[src/rtl/ahb3lite_host_master.sv]
// ahb3lite_host_master: turns host FIFO command packets into single AHB3-lite transfers and streams back status plus read data
module ahb3lite_host_master #(
  parameter logic [3:0] HPROT_VAL = 4'b0011
) (
  input  logic        CLK,
  input  logic        RESET,
  output logic        BUSY,
  output logic        RDEN,
  input  logic        RDEMPTY,
  input  logic [7:0]  RDDATA,
  output logic        WREN,
  input  logic        WRFULL,
  output logic [7:0]  WRDATA,
  output logic [31:0] HADDR,
  output logic [1:0]  HTRANS,
  output logic        HWRITE,
  output logic [2:0]  HSIZE,
  output logic [2:0]  HBURST,
  output logic [3:0]  HPROT,
  output logic [31:0] HWDATA,
  input  logic [31:0] HRDATA,
  input  logic        HREADY,
  input  logic        HRESP
);
  typedef enum logic [2:0] {CMD, ADDR, DATA, CHECK, APHASE, DPHASE, RESP} state_t;
  state_t state, state_nx;
  logic [1:0] size, lane;
  logic wr, rd_v, field_done, mis, reject, unused_cmd;
  logic [31:0] addr, wdata, rdata;
  logic [2:0] status, req, got, idx, need, n_bytes, n_resp;
  logic [4:0] sh;
  assign unused_cmd = ^{RDDATA[7:4], RDDATA[2]};
  assign HBURST = 3'b000;
  assign HPROT = HPROT_VAL;
  // req counts bytes requested in the current field, got counts bytes captured
  always_comb begin
    n_bytes = size == 2'd0 ? 3'd1 : size == 2'd1 ? 3'd2 : 3'd4;
    need = state == CMD ? 3'd1 : state == ADDR ? 3'd4 : state == DATA ? n_bytes : 3'd0;
    RDEN = ~RDEMPTY & (req < need);
    field_done = rd_v & (got == need - 3'd1);
    mis = size == 2'd1 ? addr[0] : size == 2'd2 ? |addr[1:0] : 1'b0;
    reject = (size == 2'd3) | mis;
    sh = size == 2'd0 ? {addr[1:0], 3'b000} : size == 2'd1 ? {addr[1], 4'b0000} : 5'd0;
    n_resp = wr ? 3'd1 : n_bytes + 3'd1;
    lane = idx[1:0] - 2'd1;
    BUSY = (state != CMD) | (req != 3'd0);
    state_nx = state;
    case (state)
      CMD:     state_nx = field_done ? ADDR : CMD;
      ADDR:    state_nx = field_done ? (wr ? DATA : CHECK) : ADDR;
      DATA:    state_nx = field_done ? CHECK : DATA;
      CHECK:   state_nx = reject ? RESP : APHASE;
      APHASE:  state_nx = HREADY ? DPHASE : APHASE;
      DPHASE:  state_nx = HREADY ? RESP : DPHASE;
      RESP:    state_nx = (~WRFULL & (idx == n_resp - 3'd1)) ? CMD : RESP;
      default: state_nx = CMD;
    endcase
  end
  always_ff @(posedge CLK) begin
    if (RESET) begin
      state <= CMD;
      size <= '0;
      wr <= 1'b0;
      addr <= '0;
      wdata <= '0;
      rdata <= '0;
      status <= '0;
      req <= '0;
      got <= '0;
      idx <= '0;
      rd_v <= 1'b0;
      WREN <= 1'b0;
      WRDATA <= '0;
      HADDR <= '0;
      HTRANS <= 2'b00;
      HWRITE <= 1'b0;
      HSIZE <= '0;
      HWDATA <= '0;
    end else begin
      state <= state_nx;
      rd_v <= RDEN;
      req <= field_done ? 3'd0 : req + {2'b00, RDEN};
      got <= field_done ? 3'd0 : got + {2'b00, rd_v};
      WREN <= 1'b0;
      if (rd_v && state == CMD) begin
        size <= RDDATA[1:0];
        wr <= RDDATA[3];
        wdata <= '0;
      end
      if (rd_v && state == ADDR) addr[{got[1:0], 3'b000} +: 8] <= RDDATA;
      if (rd_v && state == DATA) wdata[{got[1:0], 3'b000} +: 8] <= RDDATA;
      if (state == CHECK) begin
        status <= {size == 2'd3, mis, 1'b0};
        HADDR <= addr;
        HWRITE <= wr;
        HSIZE <= {1'b0, size};
        HWDATA <= wdata << sh;
        HTRANS <= reject ? 2'b00 : 2'b10;
        idx <= '0;
      end
      if (state == APHASE && HREADY) HTRANS <= 2'b00;
      if (state == DPHASE && HREADY) begin
        status[0] <= HRESP;
        rdata <= HRDATA >> sh;
      end
      if (state == RESP && !WRFULL) begin
        WREN <= 1'b1;
        WRDATA <= idx == 3'd0 ? {5'b00000, status} : |status ? 8'h00 : rdata[{lane, 3'b000} +: 8];
        idx <= idx + 3'd1;
      end
    end
  end
endmodule

[config.mk]
export PLATFORM = sky130hd
export DESIGN_NAME = ahb3lite_host_master
export DESIGN_NICKNAME = d
export VERILOG_FILES = /design/src/rtl/ahb3lite_host_master.sv
export SDC_FILE = /design/constraint.sdc
export NUM_CORES = 1
export LEC_CHECK = 0
export CAP_MARGIN = 20
export CORE_AREA = 8 8 168 170
export DETAILED_ROUTE_END_ITERATION = 16
export DIE_AREA = 0 0 176 178
export HOLD_SLACK_MARGIN = 0.05
export MAX_ROUTING_LAYER = met4
export PLACE_DENSITY = 0.57
export SLEW_MARGIN = 0
export SYNTH_ARGS = -nofsm -noshare
export SYNTH_HDL_FRONTEND = slang
export SYNTH_SLANG_ARGS = --single-unit
[constraint.sdc]
create_clock -name CLK -period 5.5 [get_ports CLK]
set_input_delay 0.55 -clock CLK [delete_from_list [all_inputs] [get_ports CLK]]
set_output_delay 0.55 -clock CLK [all_outputs]
set_load 0.005 [all_outputs]
==> results of run 1 <==
==> sequential cells by signal, summed over array words and instances (netlist names) <==
name / cells
HWDATA: 32
req: 3
state: 3
HADDR: 32
size: 2
WREN: 1
rdata: 32
wdata: 32
HWRITE: 1
idx: 3
rd_v: 1
HTRANS: 1
HSIZE: 2
status: 3
addr: 32
wr: 1
WRDATA: 8
got: 3
==> layout make-up <==
cell class,instances,area (sq um),area share [%]
Timing Repair Buffer,136,1330,12.4
Sequential cell,192,3840,36.0
Multi-Input combinational cell,758,4480,41.9
Inverter,5,18.8,0.176
Tap cell,335,419,3.92
Clock inverter,15,169,1.58
Clock buffer,17,425,3.98
==> worst paths after layout <==
path / startpoint / cells past startpoint / endpoint / slack, ns
max: state[0] / 5 / RDEN / 2.11
min: rdata[29] / 2 / rdata[29] / 0.45
max reg2reg: addr[0] / 6 / rdata[11] / 2.72
min reg2reg: rdata[29] / 2 / rdata[29] / 0.45
==> routing by layer <==
layer  vias up  share of wire [%]  GRT usage, %
met3        18                5.7          3.81
met1      3661                 48          23.2
met5         -                  0             -
met2       220                 45          26.7
li1       3794                  -             -
met4         0               0.88          3.32
==> kinds of logic (layout without fill, tap and decap cells) <==
logic type | count (synthesis) | after routing
xor gates and xnor gates | 10 | 10
buffers and inverters | 108 | 173
AOI/OAI and AO/OA | 250 | 250
adders and majority gates | 15 | 15
DFF | 192 | 192
and+or+nand+nor | 430 | 430
muxes | 44 | 44
other | 2 | 9
==> metrics by stage <==
step	hold WS [ns]	worst slack, ns	utilization, %	power, W
after floorplan	0.429	3.00	-	0.00178
final	0.450	2.11	41.7	0.00316
after global placement	0.437	2.59	39.4	0.00193
after global routing	0.472	1.98	41.7	0.00330
after CTS	0.454	2.12	41.7	0.00319
after detailed placement	0.442	2.60	39.4	0.00193
==> worst max-delay path: stages, from the launching register on <==
cell and delay (ns):
sky130_fd_sc_hd__dfxtp_1 0.64, sky130_fd_sc_hd__nand2b_1 0.28, sky130_fd_sc_hd__a21o_1 0.25, sky130_fd_sc_hd__ha_1 0.29
sky130_fd_sc_hd__a211oi_1 0.37, sky130_fd_sc_hd__clkdlybuf4s50_1 0.58
==> cells in the mapped netlist (2+ instances only) <==
library cell / n
sky130_fd_sc_hd__a2111oi_0: 2
sky130_fd_sc_hd__a211oi_1: 17
sky130_fd_sc_hd__a211oi_2: 3
sky130_fd_sc_hd__a21o_1: 2
sky130_fd_sc_hd__a21oi_1: 113
sky130_fd_sc_hd__a22oi_1: 37
sky130_fd_sc_hd__a2bb2oi_1: 16
sky130_fd_sc_hd__a31oi_1: 17
sky130_fd_sc_hd__and2_1: 11
sky130_fd_sc_hd__and3_1: 5
sky130_fd_sc_hd__and4bb_2: 8
sky130_fd_sc_hd__buf_1: 14
sky130_fd_sc_hd__buf_2: 31
sky130_fd_sc_hd__buf_4: 14
sky130_fd_sc_hd__buf_6: 2
sky130_fd_sc_hd__clkbuf_1: 40
sky130_fd_sc_hd__clkbuf_2: 2
sky130_fd_sc_hd__conb_1: 2
sky130_fd_sc_hd__dfxtp_1: 192
sky130_fd_sc_hd__ha_1: 15
sky130_fd_sc_hd__inv_1: 5
sky130_fd_sc_hd__mux2_2: 16
sky130_fd_sc_hd__mux2i_1: 20
sky130_fd_sc_hd__mux4_2: 8
sky130_fd_sc_hd__nand2_1: 170
sky130_fd_sc_hd__nand2_2: 2
sky130_fd_sc_hd__nand2b_1: 8
sky130_fd_sc_hd__nand3_1: 70
sky130_fd_sc_hd__nand3b_1: 2
sky130_fd_sc_hd__nor2_1: 104
sky130_fd_sc_hd__nor2_2: 2
sky130_fd_sc_hd__nor2b_1: 2
sky130_fd_sc_hd__nor3_1: 21
sky130_fd_sc_hd__nor3_2: 2
sky130_fd_sc_hd__nor3b_2: 4
sky130_fd_sc_hd__nor4_1: 2
sky130_fd_sc_hd__nor4bb_1: 8
sky130_fd_sc_hd__o211ai_1: 16
sky130_fd_sc_hd__o21ai_0: 19
sky130_fd_sc_hd__or2_1: 2
sky130_fd_sc_hd__or2_2: 2
sky130_fd_sc_hd__xor2_1: 10
==> power breakdown <==
part / switching, W / total (W) / internal, W
clock network: 0.000610 / 0.00126 / 0.000651
logic: 0.000282 / 0.000448 / 0.000166
registers: 0.0000403 / 0.00145 / 0.00141
total: 0.000932 / 0.00316 / 0.00223
==> impl_metrics.env, run 1 <==
export IMPL_syn_area_sq_um=8800
export IMPL_post_drt_wl_per_cell_um=18.3
export IMPL_min_delay_path_class="reg2reg"
export IMPL_n_antenna_cell=0
export IMPL_die_w_um=176
export IMPL_yosys_register_bits=192
export IMPL_synth_top_flop_cell="sky130_fd_sc_hd__dfxtp_1"
export IMPL_ios=134
export IMPL_grt_pass1_wl_um=42200
export IMPL_layout_cells_most_common="sky130_fd_sc_hd__dfxtp_1"
export IMPL_largest_fanout_on_the_critical_path=14
export IMPL_synth_compound_area_share_pct=17.9
export IMPL_wirelength_um=26700
export IMPL_place_area_sq_um=10100
export IMPL_yosysTopAreaCellShare_pct=43.7
export IMPL_drtIter0Drc=611
export IMPL_end_kind="output pin"
export IMPL_cts_max_path_buffers=2
export IMPL_rsz0062_at_grt="no"
export IMPL_dp_cells=1426
export IMPL_post_cts_setup_buffers=0
export IMPL_yosysTopAreaCell="sky130_fd_sc_hd__dfxtp_1"
export IMPL_cts_resized=0
export IMPL_core_area_sq_um=25600
export IMPL_layout_min_cycle_time_ns=3.39
export IMPL_portBuffers=124
export IMPL_final_skew_ns=0.0135
export IMPL_clock_root_buffer="sky130_fd_sc_hd__clkbuf_16"
export IMPL_share_of_cell_area_taken_by_muxes_after_synthesis_pct=6.37
export IMPL_num_nets_final=1171
export IMPL_clock_sink_count=192
export IMPL_synth_enable_flop_cells=0
export IMPL_floorplan_die_area_sq_um=31300
export IMPL_clk_pin_slew_worst_paths_ns=0.07
export IMPL_worstSetupStartpointType="flop"
export IMPL_timing_worst_setup_path_type="reg2out"
export IMPL_ir_drop_mv=0.187
export IMPL_drive_above_1_share_pct=8.73
export IMPL_maximum_number_of_pins_on_one_net_before_global_route_repair=90
export IMPL_cts_hold_repair_buffers=0
export IMPL_std_cell_rows=59
export IMPL_combinational_family_with_the_most_area_after_synthesis="simple AND/OR/NAND/NOR gates"
export IMPL_worstPathArrival_ns=2.84
export IMPL_ys_top_cells_by_area="sky130_fd_sc_hd__dfxtp_1 (44%), sky130_fd_sc_hd__nand2_1 (7.2%), sky130_fd_sc_hd__a21oi_1 (6.4%), sky130_fd_sc_hd__nor2_1 (4.4%), sky130_fd_sc_hd__nand3_1 (4.0%)"
export IMPL_maxCapViolCount=0
export IMPL_critPathRequiredTime_ns=4.95
export IMPL_htree_num_levels=4
export IMPL_run_status="finished clean"
export IMPL_worst_skew_pair_late_latency_ns=0.44
export IMPL_period_share_pct=61.6
export IMPL_cts_buffers_inserted=17
export IMPL_maxSlewViolCount=0
export IMPL_stdcell_area_sq_um=10700
export IMPL_synthAdderAreaFrac_pct=2.13
export IMPL_post_synth_xor_area_fraction_pct=0.995
export IMPL_finish_cell_count_without_fillers=1458
export IMPL_cts_tree="built"
export IMPL_nFillCells=2581
export IMPL_max_clock_freq_mhz=295
export IMPL_drc=0
export IMPL_drt_pass1_iterations=5
export IMPL_synthSimpleGateAreaFrac_pct=23.1
export IMPL_async_reset_ff_share_pct=0
export IMPL_synthToLayoutAreaGrowth_pct=21.4
export IMPL_synth_cells=1051
export IMPL_syn_mean_instance_area_sq_um=8.38
export IMPL_p_leak_nw=3.57
export IMPL_globalplace_congestion=0.832
export IMPL_synthDistinctLibCells=55
export IMPL_max_slew_margin_pct=34.8
export IMPL_detailed_place_hpwl_um=17500
export IMPL_tns_setup_ns=0
export IMPL_synth_warn=0
export IMPL_dr_total_vias=7693
export IMPL_first_global_vias=7504
export IMPL_sum_of_overflow_across_all_layers_after_global_routing=0
export IMPL_tightestPinTransition_ns=0.977
export IMPL_floorplan_initialDensity_pct=34.4
export IMPL_power_per_cell_area_nw_per_um2=296
export IMPL_die_height_um=178
export IMPL_via_per_inst=5.28
export IMPL_number_of_antenna_violations_at_the_first_check_in_global_routing=0
export IMPL_globalRouteTotalUtil_pct=17.4
export IMPL_ys_seq_area_share_pct=43.7
export IMPL_setup_viol=0
export IMPL_final_hold_viol_count=0
export IMPL_antenna_left=0
export IMPL_mostFrequentLayoutCells="sky130_fd_sc_hd__dfxtp_1 (192), sky130_fd_sc_hd__nand2_1 (170), sky130_fd_sc_hd__clkdlybuf4s50_1 (123)"
(Power assumes the default switching activity.)
==> run 2: changes to the inputs <==
==> constraint.sdc (replaced) <==
create_clock -name CLK -period 3.25 [get_ports CLK]
set_input_delay 0.325 -clock CLK [delete_from_list [all_inputs] [get_ports CLK]]
set_output_delay 0.325 -clock CLK [all_outputs]
set_load 0.005 [all_outputs]
==> run 2 against run 1 <==
  * First-iteration DRC count increased by 18%
  * Clock-buffer cell count unchanged
  * Register-to-register slack got worse by 1.9 ns
  * Final cell count rose by 0.62%
  * Critical path depth did not move
  * Clock power grew 76%
  * Die area is the same
  * Worst hold slack better by 0.00083 ns
  * Global-route usage hardly changed
  * Critical path type unchanged
  * Largest cell class unchanged
  * Largest power group unchanged
==> impl_metrics.env, run 2 (synthesized netlist as in run 1, its figures left out) <==
export IMPL_cts_hold_repair_buffers=0
export IMPL_globalRouteTotalUtil_pct=17.4
export IMPL_end_kind="output pin"
export IMPL_max_clock_freq_mhz=327
export IMPL_layout_min_cycle_time_ns=3.06
export IMPL_final_skew_ns=0.0119
export IMPL_drt_pass1_iterations=5
export IMPL_cts_buffers_inserted=17
export IMPL_worst_skew_pair_late_latency_ns=0.44
export IMPL_post_cts_setup_buffers=0
export IMPL_std_cell_rows=59
export IMPL_min_delay_path_class="reg2reg"
export IMPL_floorplan_initialDensity_pct=34.4
export IMPL_setup_viol=0
export IMPL_maximum_number_of_pins_on_one_net_before_global_route_repair=71
export IMPL_finalCoreUtilization_pct=42.1
export IMPL_core_area_sq_um=25600
export IMPL_worst_r2r_endpoint="wdata[2]"
export IMPL_n_antenna_cell=0
export IMPL_drive_above_1_share_pct=9.45
export IMPL_number_of_antenna_violations_at_the_first_check_in_global_routing=0
export IMPL_clock_root_buffer="sky130_fd_sc_hd__clkbuf_16"
export IMPL_detailed_place_hpwl_um=17900
export IMPL_first_global_vias=7492
export IMPL_cts_max_path_buffers=2
export IMPL_hold_path_depth=2
export IMPL_critical_path_top_delay_family="flip-flops"
export IMPL_die_w_um=176
export IMPL_path_cells="nand2b_1, a21o_1, ha_1, a211oi_1, clkdlybuf4s50_1"
export IMPL_cts_resized=0
export IMPL_maxSlewViolCount=0
export IMPL_worstPathArrival_ns=2.73
export IMPL_num_nets_final=1180
export IMPL_rsz0062_at_grt="no"
export IMPL_cts_tree="built"
export IMPL_startpoint="state[0]"
export IMPL_portBuffers=124
export IMPL_power_per_cell_area_nw_per_um2=505
export IMPL_max_slew_margin_pct=41.6
export IMPL_floorplan_die_area_sq_um=31300
export IMPL_clock_sink_count=192
export IMPL_clk_pin_slew_worst_paths_ns=0.08
export IMPL_globalplace_congestion=0.801
export IMPL_critPathRequiredTime_ns=2.92
export IMPL_htree_num_levels=4
export IMPL_cp_slowest_cell="sky130_fd_sc_hd__dfxtp_1"
export IMPL_final_hold_viol_count=0
export IMPL_tightestPinTransition_ns=0.873
export IMPL_maxCapViolCount=0
export IMPL_timing_worst_setup_path_type="reg2out"
export IMPL_largest_fanout_on_the_critical_path=14
export IMPL_r2r_worst_path_cells=6
export IMPL_mostFrequentLayoutCells="sky130_fd_sc_hd__dfxtp_1 (192), sky130_fd_sc_hd__nand2_1 (170), sky130_fd_sc_hd__clkdlybuf4s50_1 (123)"
export IMPL_sum_of_overflow_across_all_layers_after_global_routing=0
export IMPL_die_height_um=178
export IMPL_antenna_left=0
export IMPL_synthToLayoutAreaGrowth_pct=22.5
export IMPL_layout_cells_most_common="sky130_fd_sc_hd__dfxtp_1"
export IMPL_dr_total_vias=7794
export IMPL_via_per_inst=5.31
export IMPL_tns_setup_ns=0
export IMPL_path_depth=5
export IMPL_drc=0
export IMPL_post_drt_wl_per_cell_um=18.4
export IMPL_period_share_pct=94.0
export IMPL_ios=134
export IMPL_drtIter0Drc=719
export IMPL_endpoint="RDEN"
export IMPL_ir_drop_mv=0.375
export IMPL_worstSetupStartpointType="flop"
export IMPL_critical_path_n_buffers_inverters=1
export IMPL_setup_reg_to_reg_worst_slack_ns=0.84
export IMPL_p_leak_nw=3.62
export IMPL_critical_path_max_stage_delay_ns=0.63
export IMPL_reg2reg_from="got[0]"
export IMPL_run_status="finished clean"
export IMPL_wirelength_um=26900
export IMPL_grt_pass1_wl_um=42100
[run 2: worst min-delay path by stage]
stage          slack (ns)       from         to
4_1_cts              0.45      RESET  wdata[19]
5_1_grt              0.47  rdata[27]  rdata[27]
3_5_place_dp         0.45   addr[16]   addr[16]
6_report             0.45    addr[5]   HADDR[5]
2_1_floorplan        0.41    RDEMPTY       rd_v
3_3_place_gp         0.44  rdata[25]  rdata[25]
[run 2: routing by layer]
| layer | vias up | part of all wire [%] | track usage (%) |
|---|---|---|---|
| li1 | 3793 | - | - |
| met1 | 3701 | 47 | 23.0 |
| met2 | 272 | 45 | 26.6 |
| met3 | 28 | 6.3 | 3.30 |
| met4 | 0 | 1.6 | 4.98 |
| met5 | - | 0 | - |
[run 2: layout make-up]
type,instances,area [sq um]
Inverter,5,18.8
Clock inverter,15,190
Fill cell,2543,14800
Clock buffer,17,425
Sequential cell,192,3840
Multi-Input combinational cell,758,4470
Tap cell,335,419
Timing Repair Buffer,145,1410
[run 2: power breakdown]
group	internal, W	total, W	switching [W]	leakage (nW)
Sequential	0.00239	0.00246	0.0000665	1.55
Combinational	0.000288	0.000763	0.000475	1.78
Clock	0.00118	0.00222	0.00104	0.293
[run 2: tightest hold or removal path: stages, from the launching register on]
cell and delay (ns):
sky130_fd_sc_hd__dfxtp_1 0.31, sky130_fd_sc_hd__nand2_1 0.05, sky130_fd_sc_hd__a21oi_1 0.05
[run 2: metrics by stage]
step | hold slack [ns] | setup slack [ns] | power [W] | area, sq um | std cells
after floorplan | 0.415 | 0.748 | 0.00302 | 8830 | 1058
after global placement | 0.438 | 0.635 | 0.00326 | 10200 | 1435
after detailed placement | 0.446 | 0.629 | 0.00327 | 10200 | 1435
after CTS | 0.454 | 0.160 | 0.00548 | 10800 | 1467
after global routing | 0.469 | 0.00226 | 0.00567 | 10800 | 1467
final | 0.451 | 0.194 | 0.00544 | 10800 | 1467
